File: src/rtl/target_addr_holder_pkg.sv
// Shared CPU pipeline constants and types used by the pipeline registers.
// Every stage register reads its address width and reset vector from here.
package target_addr_holder_pkg;

  localparam int CPU_ADDR_W = 32;
  localparam logic [CPU_ADDR_W-1:0] CPU_RESET_ADDR = '0;

  typedef logic [CPU_ADDR_W-1:0] cpu_addr_t;

endpackage

File: src/rtl/target_addr_holder.sv
// Stage 0 -> stage 1 branch/jump target register; one-cycle latency when enabled.
// No backpressure: clk_enable low simply holds the current value; valid flags the first load.
module target_addr_holder
  import target_addr_holder_pkg::*;
#(
  parameter int                ADDR_W     = CPU_ADDR_W,
  parameter logic [ADDR_W-1:0] RESET_ADDR = CPU_RESET_ADDR[ADDR_W-1:0]
) (
  input  logic              clk,
  input  logic              reset_n,
  input  logic              clk_enable,
  input  logic [ADDR_W-1:0] tgt_addr_0,
  output logic [ADDR_W-1:0] tgt_addr_1,
  output logic              tgt_valid_1
);

  always_ff @(posedge clk or negedge reset_n) begin
    if (!reset_n) begin
      tgt_addr_1 <= RESET_ADDR;
    end else if (clk_enable) begin
      tgt_addr_1 <= tgt_addr_0;
    end
  end

  // Sticky until reset: marks that tgt_addr_1 holds a real target.
  always_ff @(posedge clk or negedge reset_n) begin
    if (!reset_n) begin
      tgt_valid_1 <= 1'b0;
    end else if (clk_enable) begin
      tgt_valid_1 <= 1'b1;
    end
  end

`ifndef SYNTHESIS
  // Shadow of the last edge; an async reset disarms it so a mid-cycle reset never trips a check.
  logic              chk_armed;
  logic              chk_en;
  logic [ADDR_W-1:0] chk_addr;
  logic [ADDR_W-1:0] chk_prev;

  always_ff @(posedge clk or negedge reset_n) begin
    if (!reset_n) begin
      chk_armed <= 1'b0;
      chk_en    <= 1'b0;
      chk_addr  <= '0;
      chk_prev  <= '0;
    end else begin
      chk_armed <= 1'b1;
      chk_en    <= clk_enable;
      chk_addr  <= tgt_addr_0;
      chk_prev  <= tgt_addr_1;
    end
  end

  always @(negedge clk) begin
    if (reset_n && chk_armed) begin
      if (chk_en) begin
        assert (tgt_addr_1 == chk_addr);
      end else begin
        assert (tgt_addr_1 == chk_prev);
      end
    end
  end
`endif

endmodule

File: config.mk
export PLATFORM = sky130hd
export DESIGN_NAME = target_addr_holder
export DESIGN_NICKNAME = d
export VERILOG_FILES = /design/src/rtl/target_addr_holder_pkg.sv /design/src/rtl/target_addr_holder.sv
export SDC_FILE = /design/constraint.sdc
export NUM_CORES = 1
export LEC_CHECK = 0
export ABC_AREA = 1
export BUFFER_PORTS_ARGS = -buffer_cell sky130_fd_sc_hd__buf_2
export CORE_UTILIZATION = 43
export CTS_BUF_LIST = sky130_fd_sc_hd__clkbuf_16
export CTS_CLUSTER_SIZE = 12
export DETAILED_ROUTE_END_ITERATION = 8
export PLACE_DENSITY_LB_ADDON = 0.1
export SETUP_SLACK_MARGIN = 0.05
export SYNTH_ARGS = -nofsm -noshare
export SYNTH_HDL_FRONTEND = slang
export SYNTH_SLANG_ARGS = --single-unit
File: constraint.sdc
create_clock -name clk -period 1.1 [get_ports clk]
set_clock_uncertainty 0.2 [all_clocks]
set_input_delay 0.11 -clock clk [delete_from_list [all_inputs] [get_ports clk]]
set_output_delay 0.11 -clock clk [all_outputs]
set_load 0.02 [all_outputs]
# Word level (Yosys, flattened, before mapping)
# Cells that the tools add are included.
[totals] ff_bits=33 inputBits=35 output_inout_bits=33 wordCells=2

# Longest topological paths before layout
[depth] word_depth=0 ltp_mapped=5 depth_no_buf=3

# Worst setup path after synthesis
# No wires, ideal clock.
[synth_path] kind="reg2reg" startpoint="register tgt_valid_1 (netlist name)" endpoint="register tgt_valid_1" setup_ps=127 arrival_time_ps=710 required_time_ps=773 path_slack_ps=62 stages_incl_launch_ff=2 n_path_buf=0 synth_period_minus_slack_ps=1038 cell_sequence="dfrtp_1 or2_2"
[synth_lines] item="to (signal assigned)" line="target_addr_holder.sv:28" rtl="tgt_valid_1 <= 1'b0;"
[synth_lines] item="to (signal assigned)" line="target_addr_holder.sv:30" rtl="tgt_valid_1 <= 1'b1;"
[synth_lines] item="to (decl)" line="target_addr_holder.sv:14" rtl="output logic tgt_valid_1"

# Final worst setup path
[layout_path] startpoint="register tgt_addr_1[10]" endpoint="output tgt_addr_1[10]"
[layout_lines] item="from (decl)" line="target_addr_holder.sv:13" rtl="output logic [ADDR_W-1:0] tgt_addr_1,"
[layout_lines] item="from (signal assigned)" line="target_addr_holder.sv:21" rtl="tgt_addr_1 <= tgt_addr_0;"
# No word-level cell between the ends.

==> impl_metrics.csv <==
group,metric,value,unit
pwr,p_seq_frac,0.414,
sta,report.final.slew_viol_count,0,
status,outcome,"complete, but fails checks",
global_routing,grt_antenna_before_repair,0,
routing,viasPerCell,4.51,
critical_path,crit_family,"flip-flops",
pwr,powerDensity,1430,nW/um^2
yosys,synth_compound_area_frac,0,
status,violations,"hold timing, setup timing",
place,gp_congestion,0.631,
sta,rsz0062_at_grt,"yes",
yosys,synth-seq-cells,33,
yosys,synth_cell_types,6,
clock_network,cts_hold_buf,33,
critical_path,cp.arrival,0.81,ns
routing,wl,3370,microns
die,dieHeight,56.3,microns
yosys,synthMuxAreaShare,0,
global_routing,grt-ovfl-total,0,
sta,achievable-frequency,890,MHz
cells_and_area,antennaDiodeCount,0,
sta,worst_pin_slew,0.323,ns
yosys,ys_seq_area_frac,0.652,
sta,holdWs,-0.0834,ns
die,die_w,56.3,microns
yosys,yosysWarningCount,0,
sta,maxSlewHeadroom,0.785,
pwr,p_int,0.00254,W
routing,drtAntennaViolNets,0,
critical_path,cp-end-kind,"primary output",
die,die_area,3170,sq um
sta,fin_crit_sh,1.02,
pwr,leakagePower,1.29,nW
routing,vias,1272,
hold_path,min_path_type,"input pin to flip-flop",
die,fp-row-count,19,
critical_path,cp_num_buf_inv,1,
pwr,comb_power_share,0.222,
routing,drcViolationCount,0,
pwr,power_frac_clock,0.364,
cells_and_area,final_cells,282,
sta,period_needed,1.12,ns
routing,drt_pass1_iterations,5,
cells_and_area,drive_gt1_frac,0.359,
yosys,yosys.area_share.simple,0.290,
clock_network,clock_sinks,33,
clock_network,htreeDepth,2,
cells_and_area,final_area,2360,sq um
yosys,syn_inst,138,
yosys,synth.area.top_cells,"dfrtp_1, nand2_1, buf_6",
global_routing,grt_pass1_vias,1167,
yosys,synth_top_cell_area_share,0.652,
die,io_pins,68,
cells_and_area,nets,287,
place,io_buffers,67,
clock_network,cts-buffers-inserted,5,
cells_and_area,final_cell_mix,"nand2_1, buf_2, buf_6",
routing,drt_iter0_drc,69,
clock_network,path_clk_slew,0.05,ns
critical_path,max_stage_delay,0.40,ns
place,dpl_cell_area,1610,sq um
place,hpwl,1770,microns
yosys,synthesis.area,1270,sq um
sta,setup_viol,21,
yosys,yosysTopAreaCell,"dfrtp_1",
place,place_inst,232,
critical_path,crit_path_max_fanout,2,
yosys,synthAdderAreaFrac,0,
critical_path,critical_path_required,0.79,ns
clock_network,ctsRootBufferMaster,"clkbuf_16",
sta,finalHoldViolCount,1,
global_routing,track_usage,0.227,
die,start_util,0.455,
critical_path,path_cells,"buf_6",
cells_and_area,areaGrowthSynthToFinish,86.7,%
pwr,sw_frac_of_total,0.251,
clock_network,cts_tree,"built",
die,core_area,2780,sq um
yosys,synth_top_family_by_area,"simple AND/OR/NAND/NOR gates",
job,drv_cap,0,
pwr,irDropWorstVdd,0.00143,V
critical_path,critPathLaunchType,"flip-flop",
yosys,synth-xor-area-share,0,
pwr,switching_power,0.000850,W
yosys,synth.avg_cell_area,9.18,sq um
critical_path,worstSetupPathType,"flip-flop to primary output",
global_routing,grt_pass1_wl,5360,microns
routing,wire_per_inst,12.0,microns
critical_path,cpMaxStageDelayCell,"dfrtp_1",
cells_and_area,final_common_cell,"nand2_1",
clock_network,clk_path_buf_depth,2,
global_routing,grt_max_degree,34,
clock_network,clk_latency,0.27,ns
yosys,syn_nets,173,
sta,fin_ws,-0.0232,ns
==> kinds of logic (layout without fill, tap and decap cells) <==
| group | Yosys count | in the layout |
|---|---|---|
| AND/OR/NAND/NOR | 97 | 97 |
| flip-flops | 33 | 33 |
| buffers and inverters | 8 | 121 |
==> path summary, 6_finish.rpt <==
| path | start | cells after the start | to | slack (ns) |
|---|---|---|---|---|
| worst max-delay path | tgt_addr_1[10] | 1 | tgt_addr_1[10] | -0.02 |
| worst min-delay path | clk_enable | 2 | tgt_valid_1 | -0.08 |
| worst max register to register | tgt_addr_1[13] | 4 | tgt_addr_1[13] | 0.07 |
| worst min register to register | tgt_addr_1[24] | 2 | tgt_addr_1[24] | 0.29 |
| max in group asynchronous | reset_n | 3 | tgt_addr_1[16] | 0.40 |
| min in group asynchronous | reset_n | 3 | tgt_addr_1[21] | 0.12 |
==> synthesized netlist by cell type <==
cell type,number
nand2_1,96
dfrtp_1,33
buf_6,4
buf_4,3
inv_4,1
or2_2,1
==> repair_timing <==
action                                  in CTS  in global routing
cloned                                       0                  0
setup buffers                                5                  6
endpoints found under the setup margin      33                 33
pin swaps                                    0                  1
resized for setup                           66                  2
endpoints found under the hold margin       66                  1
==> state kept, by name, indices dropped and copies added (netlist names) <==
register / cells
tgt_addr_1: 32
tgt_valid_1: 1
==> layer usage <==
metal | global-route usage | wire length, microns | vias up
li1 | - | - | 632
met1 | 0.276 | 1350 | 587
met2 | 0.391 | 1800 | 46
met3 | 0.0645 | 178 | 7
met4 | 0.0732 | 38 | 0
met5 | 0 | 0 | -
==> metrics by stage <==
step	utilization	total power [W]	TNS [ns]	hold slack [ns]	worst slack [ns]
after floorplan	-	0.00166	0	-0.386	0.0624
after CTS	0.831	0.00338	-0.227	-0.0792	-0.0291
final	0.850	0.00339	-0.176	-0.0834	-0.0232
after global routing	0.850	0.00353	-0.756	-0.0627	-0.0507
after detailed placement	0.578	0.00187	0	-0.119	0.154
after global placement	0.578	0.00186	0	-0.123	0.161
==> layout make-up <==
type                       count  area [sq um]
clock buffer                   5           125
clock inverter                 1          5.00
fill                         153           418
inverter                       1          6.26
multi-input combinational     97           369
sequential                    33           826
tap                           31          38.8
timing repair buffer         114           993
==> power groups by stage <==
stage | Clock, W | Combinational [W] | Sequential [W]
final | 0.00124 | 0.000751 | 0.00140
after global routing | 0.00131 | 0.000811 | 0.00141
after CTS | 0.00126 | 0.000715 | 0.00140
after detailed placement | 0 | 0.000481 | 0.00139
after global placement | 0 | 0.000470 | 0.00139
after floorplan | 0 | 0.000139 | 0.00152
(Power assumes the default switching activity.)
